--- src/rtl/freq_div_ctrl.sv ---
// Run-time divide-by-2N clock controller with start, glitch-free stop and divisor reprogramming.
// Optional macro FREQ_DIV_CTRL_SYNC_EN: defer divisor updates made while busy to the next terminal count.
module freq_div_ctrl #(
    parameter int WIDTH       = 26,
    parameter int DEFAULT_DIV = 20000000
) (
    input  logic             clk_in,
    input  logic             rst_n,
    input  logic             en,
    input  logic             cfg_valid,
    input  logic [WIDTH-1:0] cfg_div,
    output logic             cfg_ready,
    output logic             clk_out,
    output logic             tick,
    output logic             busy,
    output logic             pending
);

    typedef enum logic [1:0] {IDLE, RUN, STOP} state_e;

    localparam logic [WIDTH-1:0] DEF_DIV = WIDTH'(DEFAULT_DIV);
    localparam logic [WIDTH-1:0] ONE     = WIDTH'(1);

    state_e           state_q, state_d;
    logic [WIDTH-1:0] cnt_q, cnt_d;
    logic [WIDTH-1:0] div_q, div_d;
    logic             clk_q, clk_d;
    logic             tick_q, tick_d;
    logic [WIDTH-1:0] new_div;
    logic             accept;
    logic             tc;

`ifdef FREQ_DIV_CTRL_SYNC_EN
    logic             pend_q, pend_d;
    logic [WIDTH-1:0] pdiv_q, pdiv_d;

    assign cfg_ready = ~pend_q;
    assign pending   = pend_q;
`else
    assign cfg_ready = 1'b1;
    assign pending   = 1'b0;
`endif

    assign clk_out = clk_q;
    assign tick    = tick_q;
    assign busy    = (state_q != IDLE);

    always_comb begin
        new_div = (cfg_div == '0) ? ONE : cfg_div;
        accept  = cfg_valid & cfg_ready;
        tc      = (state_q != IDLE) && (cnt_q == div_q - ONE);

        state_d = state_q;
        cnt_d   = cnt_q;
        div_d   = div_q;
        clk_d   = clk_q;
        tick_d  = 1'b0;
`ifdef FREQ_DIV_CTRL_SYNC_EN
        pend_d  = pend_q;
        pdiv_d  = pdiv_q;
`endif

        case (state_q)
            IDLE: begin
                cnt_d = '0;
                clk_d = 1'b0;
                if (en) state_d = RUN;
            end
            RUN: begin
                if (!en && !clk_q) begin
                    state_d = IDLE;
                    cnt_d   = '0;
                end else begin
                    if (tc) begin
                        cnt_d  = '0;
                        clk_d  = ~clk_q;
                        tick_d = 1'b1;
                    end else begin
                        cnt_d = cnt_q + ONE;
                    end
                    // High phase must finish: drop straight to IDLE only on the falling TC.
                    if (!en) state_d = tc ? IDLE : STOP;
                end
            end
            STOP: begin
                if (tc) begin
                    cnt_d  = '0;
                    clk_d  = ~clk_q;
                    tick_d = 1'b1;
                end else begin
                    cnt_d = cnt_q + ONE;
                end
                if (en)      state_d = RUN;
                else if (tc) state_d = IDLE;
            end
            default: begin
                state_d = IDLE;
                cnt_d   = '0;
                clk_d   = 1'b0;
            end
        endcase

`ifdef FREQ_DIV_CTRL_SYNC_EN
        if (state_q == IDLE) begin
            if (accept) div_d = new_div;
        end else if (tc || state_d == IDLE) begin
            if (pend_q) begin
                div_d  = pdiv_q;
                pend_d = 1'b0;
            end else if (accept) begin
                div_d = new_div;
            end
        end else if (accept) begin
            pdiv_d = new_div;
            pend_d = 1'b1;
        end
`else
        if (accept) begin
            div_d = new_div;
            if (state_q != IDLE) begin
                // Restart the current half-period at the same level.
                cnt_d  = '0;
                clk_d  = clk_q;
                tick_d = 1'b0;
                if (state_d == IDLE && clk_q) state_d = STOP;
            end
        end
`endif
    end

    always_ff @(posedge clk_in or negedge rst_n) begin
        if (!rst_n) begin
            state_q <= IDLE;
            cnt_q   <= '0;
            div_q   <= DEF_DIV;
            clk_q   <= 1'b0;
            tick_q  <= 1'b0;
        end else begin
            state_q <= state_d;
            cnt_q   <= cnt_d;
            div_q   <= div_d;
            clk_q   <= clk_d;
            tick_q  <= tick_d;
        end
    end

`ifdef FREQ_DIV_CTRL_SYNC_EN
    always_ff @(posedge clk_in or negedge rst_n) begin
        if (!rst_n) begin
            pend_q <= 1'b0;
            pdiv_q <= '0;
        end else begin
            pend_q <= pend_d;
            pdiv_q <= pdiv_d;
        end
    end
`endif

endmodule

--- config.mk ---
export PLATFORM = sky130hd
export DESIGN_NAME = freq_div_ctrl
export DESIGN_NICKNAME = d
export VERILOG_FILES = /design/src/rtl/freq_div_ctrl.sv
export SDC_FILE = /design/constraint.sdc
export NUM_CORES = 1
export LEC_CHECK = 0
export BUFFER_PORTS_ARGS = -buffer_cell sky130_fd_sc_hd__buf_4
export CORE_MARGIN = 2
export CORE_UTILIZATION = 54
export DETAILED_ROUTE_END_ITERATION = 10
export GPL_ROUTABILITY_DRIVEN = 0
export PLACE_DENSITY = 0.81
export SYNTH_ARGS = -nofsm -noshare
export SYNTH_HDL_FRONTEND = slang
export SYNTH_SLANG_ARGS = --single-unit
--- constraint.sdc ---
create_clock -name clk_in -period 4.8 [get_ports clk_in]
set_input_delay 0.96 -clock clk_in [delete_from_list [all_inputs] [get_ports clk_in]]
set_output_delay 0.96 -clock clk_in [all_outputs]
set_load 0.005 [all_outputs]
==> out/summary.log, run 1 <==
qor: synthesis.synth_warnings 0
qor: detailed_routing.initialDrtViolationCount 99
qor: power_and_ir_drop.power_per_cell_area 281 nW/um2
qor: critical_path.worst_setup_path_end_kind flop
qor: power_and_ir_drop.ir_drop 0.196 mV
qor: critical_path.endpoint_arrival_time_on_the_critical_path 4.04 ns
qor: synthesis.area_fraction_in_and_or_nand_and_nor_cells_after_synthesis 0.245
qor: timing.timing_worst_slew_pin_value 0.705 ns
qor: clocking.quantity_of_hold_fixing_buffers_added_after_cts 0
qor: timing.fin_crit 3.83 ns
qor: run.timing.max_cap.violations 0
qor: synthesis.synth_enable_flop_cells 0
qor: power_and_ir_drop.power_report.internal_total 0.000765 W
qor: timing.period_share 0.797
qor: floorplanning.placeableCoreArea 6310 um2
qor: placement.pre_cts_ws 0.997 ns
qor: synthesis.synth_seq_area_share 0.404
qor: global_routing.initial_antenna_violation_count 0
qor: global_routing.grt_pass1_wl 13700 um
qor: timing.maxClockFrequency 261 MHz
qor: timing.timing.clock.skew 0.0111 ns
qor: power_and_ir_drop.p_clk_frac 0.294
qor: placement.port_buffers 32
qor: clocking.clock_tree.root_cell clkbuf_8
qor: global_routing.busiest_layer met2
qor: timing.slew_viol_final 0
qor: clocking.post_cts_setup_repair_buffer_count 0
qor: timing.setup_viol 0
qor: critical_path.cp-start-kind flop
qor: detailed_routing.post-route-drc-count 0
qor: power_and_ir_drop.totalPowerFinal 0.00109 W
qor: synthesis.net_count_after_synthesis 408
qor: global_routing.first_global_vias 2821
qor: clocking.tritoncts done
qor: critical_path.r2r_setup_slack 0.97 ns
qor: timing.setup_slack 0.974 ns
qor: floorplanning.die_y 84.4 um
qor: power_and_ir_drop.seqPwrFrac 0.507
qor: global_routing.grt_max_degree 57
qor: clocking.clock_tree.buffer_depth 2
qor: synthesis.ys_types 58
qor: clocking.worstSkewPairLatency 0.33 ns
qor: detailed_routing.post_drt_wl_per_cell 16.5 um
qor: critical_path.worst-endpoint-required 5.01 ns
qor: critical_path.r2r_end clk_out
qor: clocking.clk_pin_slew_worst_paths 0.11 ns
qor: detailed_routing.drt.antenna.violating_nets 0
qor: floorplanning.floorplan.die_area 7130 um2
qor: floorplanning.floorplan.initialDensity 0.554
qor: floorplanning.chipWidth 84.4 um
qor: critical_path.worst-r2r-cell-count 8
qor: detailed_routing.first_pass_iters 4
qor: clocking.tritoncts.num_buffers 5
qor: outcome.outcome completed
qor: synthesis.syn-cell-area 3490 um2
qor: final_layout.filler_cell_count 537
qor: global_routing.global_route.usage.met1 0.318
qor: floorplanning.std_cell_rows 29
qor: synthesis.synth.area.mux_share 0.0802
qor: final_layout.layout_cells_sized_above_1 0.198
qor: detailed_routing.vias_per_cell 5.91
qor: power_and_ir_drop.cellLeakagePower 1.57 nW
qor: synthesis.synthAdderAreaFrac 0.0215
qor: synthesis.synth-compound-area-share 0.0791
qor: synthesis.syn_avg_cell_area 9.39 um2
qor: global_routing.globalRoute.totalOverflow 0
qor: final_layout.area_delta_synth_final 11.2%
qor: global_routing.grtUsageTotal 0.239
qor: synthesis.syn-instance-count 372
qor: power_and_ir_drop.power.net_switching 0.000326 W
qor: critical_path.critPathLaunch div_q[5]
qor: placement.dp_hpwl 5750 um
qor: power_and_ir_drop.power_switching_share 0.299
qor: critical_path.critical_path.max_fanout 9
qor: clocking.htree_levels 2
qor: hold_path.hold_class reg -> reg
qor: synthesis.synth-main-ff-cell dfrtp_1
qor: timing.report.final.hold_viol_count 0
qor: final_layout.final_nets 433
qor: synthesis.parity_gate_share_of_the_synthesized_area_counting_xor_and_xnor_cells 0.135
qor: detailed_routing.via_count 2808
qor: synthesis.postSynthRegisterBits 56
qor: timing.maxSlewHeadroom 0.530
qor: critical_path.end_point_of_the_critical_path clk_out
qor: timing.final.setup.tns 0 ns
qor: synthesis.largest_family_of_logic_cells_by_synthesized_area simple AND/OR/NAND/NOR gates
qor: final_layout.antenna-diode-count 0
qor: critical_path.crit-reg2reg-launch div_q[5]
qor: final_layout.final_common_cell nor2_1
qor: power_and_ir_drop.share_of_total_power_in_combinational_logic 0.199
qor: critical_path.critical_path_class reg -> reg
qor: synthesis.postSynth.asyncResetShare 1.00
qor: global_routing.grt.met2_usage 0.390
qor: floorplanning.io_pins 35
qor: global_routing.met3_usage 0.0374
qor: detailed_routing.postRouteWirelength 7820 um
qor: clocking.postCtsResizedCells 0
qor: clocking.clock_sinks 56
qor: final_layout.layout.cells.most_common_list 54 x nor2_1, 48 x dfrtp_1, 34 x xnor2_1
qor: timing.grt_setup_unrepaired no
==> cells by family after synthesis <==
kind of cell	count (synthesis)
xor gates and xnor gates	54
muxes	25
buffers and inverters	27
and+or+nand+nor	162
other	2
AOI/OAI and AO/OA	40
DFF	56
adders and majority gates	6
==> sequential cells by signal, indices dropped and copies added, names as in the netlist <==
name,count
state_q,2
div_q,26
cnt_q,26
clk_out,1
tick,1
==> metal layers <==
| metal | share of wire | wire, um | up-vias |
|---|---|---|---|
| met5 | 0 | 0 | - |
| met4 | 0.031 | 240 | 0 |
| met3 | 0.051 | 397 | 24 |
| met2 | 0.48 | 3750 | 81 |
| met1 | 0.44 | 3430 | 1338 |
| li1 | - | - | 1365 |
==> Yosys cell counts (5+ instances only) <==
cell      instances  area [um2]
a21oi_1           6        30.0
ha_1              6        75.1
nand3_1          14        70.1
clkbuf_1          8        30.0
dfrtp_1          48        1200
xnor2_1          34         298
nor4_1           12        75.1
xor2_1           20         175
nand2_1          17        63.8
nor2_1           54         203
o21ai_0          13        65.1
or4_1             8        60.1
dfstp_2           8         210
nor3_1           12        60.1
inv_1            12        45.0
nand4_1           7        43.8
and3_1            9        56.3
nand2b_1          5        31.3
mux2_2           24         270
==> final cells by class <==
| class | instances | area [um2] | area share |
|---|---|---|---|
| clock buffers | 5 | 68.8 | 0.0177 |
| inverters | 12 | 45.0 | 0.0116 |
| repair buffers | 33 | 248 | 0.0637 |
| multi-input cells | 289 | 1970 | 0.507 |
| flip-flops and latches | 56 | 1410 | 0.363 |
| well taps | 77 | 96.3 | 0.0248 |
| clock inverters | 3 | 47.5 | 0.0122 |
==> power groups by stage <==
stage	Combinational [W]	Sequential, W	Clock [W]
2_1_floorplan	0.000153	0.000541	0
3_3_place_gp	0.000208	0.000558	0
3_5_place_dp	0.000215	0.000561	0
4_1_cts	0.000216	0.000552	0.000324
5_1_grt	0.000243	0.000559	0.000346
6_report	0.000217	0.000552	0.000321
==> worst min-delay path by stage <==
| stage | start | to | slack, ns | depth (start not counted) |
|---|---|---|---|---|
| final | div_q[25] | div_q[25] | 0.54 | 1 |
| after floorplan | cnt_q[0] | cnt_q[0] | 0.49 | 1 |
| after CTS | div_q[25] | div_q[25] | 0.55 | 1 |
| after global placement | div_q[25] | div_q[25] | 0.52 | 1 |
| after detailed placement | div_q[25] | div_q[25] | 0.53 | 1 |
| after global routing | div_q[25] | div_q[25] | 0.58 | 1 |
==> critical path, cell delays in order, from the launching register on <==
cell and delay [ns]:
dfrtp_1 0.44, or4_1 0.63, or4_1 0.67, o31a_1 0.32, nor4_1 0.30, o32ai_1 0.12, or4_1 0.66, and3_1 0.24
or3_1 0.33
==> metrics by stage <==
stage	instance area, um2	util	std cells	hold slack (ns)
6_report	3890	0.616	475	0.545
5_1_grt	3890	0.616	475	0.577
4_1_cts	3890	0.616	475	0.550
3_5_place_dp	3770	0.597	467	0.526
3_3_place_gp	3770	0.597	467	0.520
2_1_floorplan	3490	-	372	0.489
Note: power is estimated with default switching activity, not from simulation.
==> run 2, diff against run 1 <==
Settings changed: PLACE_DENSITY 0.81 to 0.84.
Clock period 4.8 ns to 3.39 ns, I/O delays scaled along.
==> out/summary.log, run 2 (synthesized netlist as in run 1, its figures left out) <==
qor: critical_path.cp-start-kind flop
qor: power_and_ir_drop.power.net_switching 0.000462 W
qor: power_and_ir_drop.power_switching_share 0.304
qor: timing.maxClockFrequency 304 MHz
qor: timing.maxSlewHeadroom 0.539
qor: final_layout.area_delta_synth_final 17.0%
qor: critical_path.worst_path_max_delay_cell or4_4
qor: floorplanning.die_y 84.4 um
qor: critical_path.cp_num_buf_inv 0
qor: timing.timing_worst_slew_pin_value 0.691 ns
qor: final_layout.layout_top_registers cnt_q (26), div_q (26), state_q (2)
qor: floorplanning.floorplan.die_area 7130 um2
qor: power_and_ir_drop.seqPwrFrac 0.502
qor: global_routing.globalRoute.totalOverflow 0
qor: outcome.outcome completed
qor: power_and_ir_drop.ir_drop 0.262 mV
qor: critical_path.critical_path_class reg -> reg
qor: clocking.clock_tree.buffer_depth 2
qor: clocking.clock_sinks 56
qor: critical_path.worst-endpoint-required 3.59 ns
qor: timing.report.final.hold_viol_count 0
qor: timing.setup_viol 0
qor: placement.place_inst 490
qor: power_and_ir_drop.share_of_total_power_in_combinational_logic 0.248
qor: clocking.clock_tree.root_cell clkbuf_8
qor: floorplanning.floorplan.initialDensity 0.554
qor: final_layout.final_common_cell buf_4
qor: detailed_routing.drt.antenna.violating_nets 0
qor: clocking.quantity_of_hold_fixing_buffers_added_after_cts 0
qor: global_routing.grt_pass1_wl 14300 um
qor: floorplanning.io_pins 35
qor: final_layout.final_core_density 0.648
qor: detailed_routing.initialDrtViolationCount 213
qor: timing.timing.clock.skew 0.00994 ns
qor: clocking.tritoncts.num_buffers 5
qor: run.timing.max_cap.violations 0
qor: final_layout.layout.cells.most_common_list 57 x buf_4, 53 x nor2_1, 48 x dfrtp_1
qor: clocking.tritoncts done
qor: detailed_routing.vias_per_cell 5.97
qor: detailed_routing.post_drt_wl_per_cell 16.7 um
qor: global_routing.grt_max_degree 57
qor: timing.slew_viol_final 0
qor: floorplanning.std_cell_rows 29
qor: hold_path.hold_class in -> async
qor: critical_path.worst_setup_path_end_kind flop
qor: power_and_ir_drop.cellLeakagePower 1.68 nW
qor: placement.port_buffers 32
qor: critical_path.critical_path.max_fanout 7
qor: final_layout.antenna-diode-count 0
qor: final_layout.filler_cell_count 514
qor: timing.grt_setup_unrepaired no
qor: global_routing.grtUsageTotal 0.245
qor: clocking.worstSkewPairLatency 0.31 ns
qor: critical_path.path_delay_family simple AND/OR/NAND/NOR gates
qor: timing.fin_crit 3.29 ns
qor: critical_path.path_common_cell or4_4
qor: critical_path.longest_individual_stage_delay_on_the_worst_path 0.53 ns
qor: floorplanning.chipWidth 84.4 um
qor: floorplanning.placeableCoreArea 6310 um2
qor: clocking.htree_levels 2
qor: detailed_routing.postRouteWirelength 8320 um
qor: global_routing.initial_antenna_violation_count 0
qor: detailed_routing.post-route-drc-count 0
qor: placement.dp_hpwl 6200 um
qor: timing.fin_worst_hold_slack 0.409 ns
qor: critical_path.endpoint_arrival_time_on_the_critical_path 3.49 ns
qor: power_and_ir_drop.totalPowerFinal 0.00152 W
qor: final_layout.seq_area 1410 um2
qor: final_layout.final_nets 457
qor: final_layout.multi_input_comb_area 2010 um2
qor: detailed_routing.via_count 2980
qor: power_and_ir_drop.power_per_cell_area 373 nW/um2
qor: final_layout.layout_cells_sized_above_1 0.263
qor: detailed_routing.first_pass_iters 6
qor: clocking.clk_pin_slew_worst_paths 0.10 ns
qor: power_and_ir_drop.power_report.internal_total 0.00106 W
qor: critical_path.crit_chain or4_4 > or4_4 > or4_4 > a211oi_2 > o32ai_1 > or4_4 > and3_1 > or3_1
qor: timing.period_share 0.970
qor: final_layout.stdcell_count 499
qor: global_routing.first_global_vias 3057
qor: power_and_ir_drop.p_clk_frac 0.250
==> run 2: changes by cell type in the layout (fill, tap and decap cells not counted), moves of 2 or more <==
cell / delta
buf_4: +24
or4_1: -5
or4_4: +5
clkinv_4: -2
==> run 2: area by class of cell <==
type                            instances  share of cell area
Timing Repair Buffer                   57               0.105
Inverter                               12              0.0110
Clock inverter                          1             0.00184
Tap cell                               77              0.0236
Multi-Input combinational cell        289               0.493
Sequential cell                        56               0.345
Clock buffer                            7              0.0211
==> run 2: per-stage QoR <==
step | setup TNS (ns) | instance area [um2] | setup WS, ns
6_report | 0 | 4090 | 0.102
5_1_grt | 0 | 4090 | 0.0101
4_1_cts | 0 | 4050 | 0.00374
3_5_place_dp | 0 | 3950 | 0.0309
3_3_place_gp | 0 | 3950 | 0.0783
2_1_floorplan | -0.0281 | 3520 | -0.0281
==> run 2: power by group through the flow <==
stage	Sequential [W]	Combinational (W)	Clock (W)
2_1_floorplan	0.000767	0.000218	0
3_3_place_gp	0.000771	0.000346	0
3_5_place_dp	0.000774	0.000362	0
4_1_cts	0.000761	0.000363	0.000391
5_1_grt	0.000770	0.000419	0.000415
6_report	0.000764	0.000378	0.000381
==> run 2: repair_timing <==
item                                    in CTS  in global routing
endpoints found under the setup margin       0                 29
endpoints found under the hold margin        0                  0
buffers inserted                             0                  1
resized for setup                            0                  8
==> run 2: layer usage <==
| layer | global-route usage | up-vias | routed length [um] |
|---|---|---|---|
| met5 | 0 | - | 0 |
| met2 | 0.423 | 120 | 4160 |
| li1 | - | 1405 | - |
| met4 | 0.0779 | 0 | 196 |
| met1 | 0.316 | 1432 | 3410 |
| met3 | 0.0423 | 23 | 557 |
==> run 2: path summary, 6_finish.rpt <==
check	from	endpoint	slack, ns	cells past startpoint
worst min register to register	cnt_q[0]	cnt_q[0]	0.55	1
worst min-delay path	rst_n	cnt_q[8]	0.41	1
max in group asynchronous	rst_n	cnt_q[24]	2.53	1
worst max-delay path	div_q[13]	clk_out	0.10	8
min in group clk_in	cnt_q[0]	cnt_q[0]	0.55	1
worst max register to register	div_q[13]	clk_out	0.10	8
